--- config.mk ---
export PLATFORM = sky130hd
export DESIGN_NAME = imem_access_ctrl
export DESIGN_NICKNAME = d
export VERILOG_FILES = /design/src/rtl/imem_ctrl_pkg.sv /design/src/rtl/imem_byte_packer.sv /design/src/rtl/imem_access_ctrl.sv
export SDC_FILE = /design/constraint.sdc
export NUM_CORES = 1
export LEC_CHECK = 0
export CAP_MARGIN = 30
export CELL_PAD_IN_SITES_DETAIL_PLACEMENT = 1
export CELL_PAD_IN_SITES_GLOBAL_PLACEMENT = 1
export CORE_MARGIN = 1
export CORE_UTILIZATION = 42
export DETAILED_ROUTE_END_ITERATION = 6
export DONT_BUFFER_PORTS = 1
export PLACE_DENSITY = 0.81
export SLEW_MARGIN = 0
export SYNTH_ARGS = -nofsm -noshare
export SYNTH_HDL_FRONTEND = slang
export SYNTH_SLANG_ARGS = --single-unit
--- constraint.sdc ---
create_clock -name i_clk -period 2.1 [get_ports i_clk]
set_input_delay 0 -clock i_clk [delete_from_list [all_inputs] [get_ports i_clk]]
set_output_delay 0 -clock i_clk [all_outputs]
set_load 0.05 [all_outputs]
--- src/rtl/imem_ctrl_pkg.sv ---
// Shared types and constants for the instruction-memory access controller.
package imem_ctrl_pkg;

    typedef enum logic [1:0] {
        S_RUN,
        S_LOAD,
        S_WRITE,
        S_DONE
    } state_t;

    localparam int          ADDR_LSB = 2;
    localparam logic [31:0] NOP_INST = 32'h00000013;

endpackage

--- src/rtl/imem_byte_packer.sv ---
// Packs a byte stream little-endian into N-bit words; a word is complete after
// its top lane or on the last byte, with unfilled lanes left at zero.
module imem_byte_packer #(
    parameter int N = 32
) (
    input  logic         i_clk,
    input  logic         i_arst_n,
    input  logic         i_clear,
    input  logic         i_valid,
    input  logic [7:0]   i_byte,
    input  logic         i_last,
    input  logic         i_ready,
    output logic         o_word_valid,
    output logic [N-1:0] o_word,
    output logic         o_last_seen
);

    localparam int LANES  = N / 8;
    localparam int LANE_W = (LANES > 1) ? $clog2(LANES) : 1;
    localparam logic [LANE_W-1:0] TOP_LANE = LANE_W'(LANES - 1);

    logic [LANE_W-1:0] r_lane;
    logic [N-1:0]      r_word;
    logic              r_last;
    logic              w_accept;
    logic              w_final;

    assign w_accept = i_valid & i_ready;
    assign w_final  = (r_lane == TOP_LANE) | i_last;

    // Lane 0 rewrites the whole word so a short final word is zero-padded.
    always_ff @(posedge i_clk or negedge i_arst_n) begin
        if (!i_arst_n) begin
            r_lane <= '0;
            r_word <= '0;
            r_last <= 1'b0;
        end else if (i_clear) begin
            r_lane <= '0;
            r_word <= '0;
            r_last <= 1'b0;
        end else if (w_accept) begin
            if (r_lane == '0) begin
                r_word <= {{(N-8){1'b0}}, i_byte};
            end else begin
                r_word[8*r_lane +: 8] <= i_byte;
            end
            r_lane <= w_final ? '0 : r_lane + 1'b1;
            r_last <= r_last | i_last;
        end
    end

    assign o_word_valid = w_accept & w_final;
    assign o_word       = r_word;
    assign o_last_seen  = r_last;

endmodule

--- src/rtl/imem_access_ctrl.sv ---
// Shares the instruction-memory port between CPU fetch and a byte-stream loader.
// Optional IMEM_BOUNDS_CHECK_EN: out-of-range fetches return a NOP and flag a fault.
module imem_access_ctrl
    import imem_ctrl_pkg::*;
#(
    parameter int N       = 32,
    parameter int DEPTH   = 76,
    localparam int INDEX_W = $clog2(DEPTH)
) (
    input  logic               i_clk,
    input  logic               i_arst_n,
    input  logic               i_fetch_req,
    input  logic [N-1:0]       i_fetch_addr,
    output logic               o_fetch_valid,
    output logic [N-1:0]       o_fetch_inst,
    output logic               o_fetch_stall,
    output logic               o_fetch_fault,
    input  logic               i_ld_start,
    input  logic               i_ld_valid,
    input  logic [7:0]         i_ld_byte,
    input  logic               i_ld_last,
    output logic               o_ld_ready,
    output logic               o_ld_done,
    output logic               o_cpu_hold,
    output logic [INDEX_W-1:0] o_mem_addr,
    output logic               o_mem_we,
    output logic [N-1:0]       o_mem_wdata,
    input  logic [N-1:0]       i_mem_rdata
);

    localparam logic [INDEX_W-1:0] LAST_IDX = INDEX_W'(DEPTH - 1);

    state_t             r_state;
    logic [INDEX_W-1:0] r_ptr;
    logic               r_fetch_valid;
    logic               r_fetch_oob;

    logic [INDEX_W-1:0] w_index;
    logic               w_in_run;
    logic               w_start;
    logic               w_grant;
    logic               w_oob;
    logic               w_read;
    logic               w_word_valid;
    logic [N-1:0]       w_word;
    logic               w_last_seen;
    logic               w_unused_addr;

    assign w_index       = i_fetch_addr[ADDR_LSB +: INDEX_W];
    assign w_unused_addr = ^{i_fetch_addr[N-1:ADDR_LSB+INDEX_W], i_fetch_addr[ADDR_LSB-1:0]};
    assign w_in_run      = (r_state == S_RUN);
    assign w_start       = w_in_run & i_ld_start;
    assign w_grant       = w_in_run & i_fetch_req & ~i_ld_start;

`ifdef IMEM_BOUNDS_CHECK_EN
    assign w_oob = (w_index > LAST_IDX);
`else
    assign w_oob = 1'b0;
`endif

    assign w_read = w_grant & ~w_oob;

    imem_byte_packer #(.N(N)) u_packer (
        .i_clk        (i_clk),
        .i_arst_n     (i_arst_n),
        .i_clear      (w_start),
        .i_valid      (i_ld_valid),
        .i_byte       (i_ld_byte),
        .i_last       (i_ld_last),
        .i_ready      (o_ld_ready),
        .o_word_valid (w_word_valid),
        .o_word       (w_word),
        .o_last_seen  (w_last_seen)
    );

    // Load sequencing plus the one-cycle fetch response pipeline.
    always_ff @(posedge i_clk or negedge i_arst_n) begin
        if (!i_arst_n) begin
            r_state       <= S_RUN;
            r_ptr         <= '0;
            r_fetch_valid <= 1'b0;
            r_fetch_oob   <= 1'b0;
        end else begin
            r_fetch_valid <= w_grant;
            r_fetch_oob   <= w_grant & w_oob;
            case (r_state)
                S_RUN: begin
                    if (i_ld_start) begin
                        r_state <= S_LOAD;
                        r_ptr   <= '0;
                    end
                end
                S_LOAD: begin
                    if (w_word_valid) r_state <= S_WRITE;
                end
                S_WRITE: begin
                    r_ptr   <= r_ptr + 1'b1;
                    r_state <= (w_last_seen || r_ptr == LAST_IDX) ? S_DONE : S_LOAD;
                end
                S_DONE:  r_state <= S_RUN;
                default: r_state <= S_RUN;
            endcase
        end
    end

    assign o_ld_ready    = (r_state == S_LOAD);
    assign o_mem_we      = (r_state == S_WRITE);
    assign o_ld_done     = (r_state == S_DONE);
    assign o_cpu_hold    = ~w_in_run;
    assign o_fetch_stall = ~w_in_run | i_ld_start;
    assign o_mem_addr    = o_mem_we ? r_ptr : (w_read ? w_index : '0);
    assign o_mem_wdata   = w_word;
    assign o_fetch_valid = r_fetch_valid;
    assign o_fetch_fault = r_fetch_oob;
    assign o_fetch_inst  = !r_fetch_valid ? '0 : (r_fetch_oob ? N'(NOP_INST) : i_mem_rdata);

endmodule
==> out/results.ini <==
[run_status]
status = finished clean

[sta]
finalHoldViolations = 0
setup_ws_ns = 0.121
setup_viol = 0
clock_skew_ns = 0.00635
worst_pin_slew_ns = 0.654
period_share_pct = 94.3
setup_tns_ns = 0
relSlewSlack_pct = 56.3
fin_hold_ws_ns = 0.0259
fin_crit_ns = 1.98
rsz0062_at_grt = no
fmax_ghz = 0.505
drv_slew = 0

[critical_path]
rrSetupSlack_ns = 0.18
critPathRequiredTime_ns = 2.10
cp-start-kind = flip-flop
critical-path-top-delay-family = flip-flops
arrival_ns = 1.98
cp_num_buf_inv = 1
worstSetupPathType = reg2out
cp_slowest_cell = dfrtp_1
critPathMaxStageDelay_ns = 0.73
cp-startpoint = r_state[0]$_DFFE_PN0P_
timing.rr.start = r_state[0]$_DFFE_PN0P_
worst_setup_path_end_kind = primary output
r2r_end = o_fetch_valid$_DFF_PN0_
rr_worst_depth = 3
path_max_fanout = 12
cp_cell_sequence = nand2b_4 > clkinv_1 > a22o_2

[power]
power_density_nw_per_um2 = 1280
leakagePower_uw = 0.00136
ir_drop_mv = 0.523

[clock_tree]
root_buffer = clkbuf_8
worstSkewPairLatency_ns = 0.30
clkTransAtPathRegs_ns = 0.09
numCtsBuffers = 5
clock-sinks = 45
htree_levels = 2
cts_buffer_depth = 2
cts_tree = done

[finish]
postLayoutCellArea_um2 = 3100
seq_area_um2 = 1130
nNetsFinal = 347
drive_gt1_share_pct = 25.0
layout.cells.non_filler = 341
multiInputGateArea_um2 = 1490
num-fill-cells = 673
syn2layout_area_growth_pct = 13.4
num_antenna_cells = 0

[yosys]
synth-seq-cells = 45
ys_warn_count = 0
ys_types = 44
ys_top_cells_by_area = dfrtp_1 (41%), mux2_4 (8.8%), and2_1 (7.5%), a22o_1 (5.8%), nor4b_1 (5.4%)
synth_nets = 329
ys_seq_area_share_pct = 41.2
synth_top_area_cell = dfrtp_1
synth_area_um2 = 2740
synthCells = 245
synth_top_area_share_pct = 41.2
avgSynthCellArea_um2 = 11.2

[placed_design]
portBuffers = 0
pre_cts_ws_ns = 0.0997
routabilityCongestion = 0.797
placed_area_um2 = 2820
dp_hpwl_um = 5120
place_inst = 317

[routing]
drt_iter0_drc = 124
vias_per_cell = 6.15
wl_per_cell_um = 21.9
first_pass_iters = 4
ant_nets = 0
num_vias = 2098
totalWireLength_um = 7460
drc = 0

[worst_hold_path]
hold_start = i_ld_valid
timing.hold.worst_endpoint = u_packer.r_lane[1]$_DFFE_PN0P_
holdPathStages = 2
hp-class = in2reg

[floorplanning]
start_util_pct = 43.3
die_width_um = 82.7
core_area_um2 = 6310
die-area_um2 = 6840
rows = 29
pin_count = 156
fp.dieH_um = 82.7

[global_route]
antenna_found_initial = 0
grt_pass1_wl_um = 10900
gr-usage-all-layers_pct = 21.6
overflow = 0
grt_max_degree = 46
grt_pass1_vias = 2039

[flow_run]
drv_cap = 0

-- cell type report --
class                      instances  area share, %
sequential                        45           36.3
multi-input combinational        176           47.9
inverter                           6          0.726
clock inverter                     2          0.444
clock buffer                       6           2.66
tap                               77           3.10
timing repair buffer              29           8.87
-- per-layer routing --
layer	wire [µm]	part of all wire, %	global-route usage, %	up-vias
li1	-	-	-	927
met1	2840	38	25.7	1055
met2	4150	56	39.5	106
met3	370	5.0	3.41	10
met4	112	1.5	6.72	0
met5	0	0	0	-
-- timing repair --
| item | in CTS | in global routing |
|---|---|---|
| buffers inserted | 0 | 0 |
| endpoints found under the hold margin | 58 | 0 |
| endpoints found under the setup margin | 0 | 15 |
| hold buffers | 16 | 0 |
| resized for setup | 0 | 9 |
-- placed cells by master (no fill, tap or decap), types with 2 or more instances in the layout --
master         netlist  final
o211ai_1             2      2
o211ai_4             2      2
nand2b_4             2      2
nor2_1               4      3
dfrtp_1             45     45
a22o_2               0      7
nand4_1              8      8
ha_1                 6      5
a22o_1              18     11
nand2_1             10     10
or4_1                2      2
dlygate4sd3_1        0     15
nand3b_1             2      2
o21ai_0              7      7
mux2_4              16     16
clkbuf_8             0      6
mux2i_1              3      3
nand3_1              6      6
nor3_1               8      8
a31oi_1              2      2
a21oi_4              3      3
buf_4                2     13
inv_1                5      5
a21oi_1              2      2
mux2_2               8      8
nor4b_1             17     17
and2_1              33     33
-- kinds of logic after synthesis --
| kind of cell | after synthesis | synth area share (%) |
|---|---|---|
| AND/OR/NAND/NOR | 101 | 24.4 |
| AO/OA/AOI/OAI | 41 | 13.4 |
| adder cells (fa/ha/maj) | 6 | 2.74 |
| multiplexers | 27 | 13.2 |
| other | 1 | 0.137 |
| flip-flops | 45 | 41.2 |
| buffers and inverters | 24 | 5.03 |
-- per-stage QoR --
stage | power (µW) | utilization (%)
floorplan | 2960 | -
global placement | 3230 | 44.6
global route | 4140 | 49.1
finish | 3960 | 49.1
detailed placement | 3290 | 44.6
CTS | 3920 | 48.9
-- worst max-delay path by stage --
| stage | endpoint | cells after the start | slack (ns) |
|---|---|---|---|
| after floorplan | u_packer.o_word[24]$_DFFE_PN0P_ | 7 | 0.07 |
| after global placement | u_packer.o_word[7]$_DFFE_PN0P_ | 6 | 0.24 |
| after detailed placement | u_packer.o_word[6]$_DFFE_PN0P_ | 6 | 0.1 |
| after CTS | o_mem_addr[2] | 3 | 0.05 |
| after global routing | o_mem_addr[2] | 3 | 0.03 |
| final | o_mem_addr[2] | 3 | 0.12 |
-- state kept, by name, indices dropped and copies added, names as in the netlist --
name                  count
r_state                   2
u_packer.r_lane           2
o_fetch_valid             1
u_packer.o_last_seen      1
u_packer.o_word          32
r_ptr                     7
-- cell usage after synthesis --
| library cell | instances |
|---|---|
| and2_1 | 33 |
| o211ai_1 | 2 |
| clkbuf_1 | 4 |
| buf_6 | 4 |
| nand3b_1 | 2 |
| o21bai_1 | 1 |
| nand2b_1 | 1 |
| nor3_1 | 8 |
| or3_1 | 1 |
| or3b_1 | 1 |
| dfrtp_1 | 45 |
| o211ai_2 | 1 |
| or2_2 | 1 |
| nor4b_1 | 17 |
| buf_4 | 2 |
| a21oi_4 | 3 |
| nand2_1 | 10 |
| o211ai_4 | 2 |
| nor2b_1 | 1 |
| mux2_2 | 8 |
| ha_1 | 6 |
| a21o_1 | 1 |
| nand2b_4 | 2 |
| buf_2 | 7 |
| nor3b_1 | 1 |
| a21oi_1 | 2 |
| clkinv_1 | 1 |
| o2111ai_1 | 1 |
| o32ai_1 | 1 |
| or4_1 | 2 |
| a31oi_1 | 2 |
| mux2i_1 | 3 |
| nor2_4 | 1 |
| nor2_1 | 4 |
| nor3b_4 | 1 |
| conb_1 | 1 |
| o21ai_0 | 7 |
| nand3_1 | 6 |
| a22o_1 | 18 |
| mux2_4 | 16 |
| nand4_1 | 8 |
| clkbuf_2 | 1 |
| inv_1 | 5 |
| or4b_1 | 1 |
-- power by group --
part / switching (µW) / leakage (µW) / internal (µW) / total, µW
clock: 300 / 0.0000512 / 267 / 567
combinational: 1230 / 0.000699 / 650 / 1880
sequential: 503 / 0.000614 / 1010 / 1510
Power figures use the tool's default switching activity.
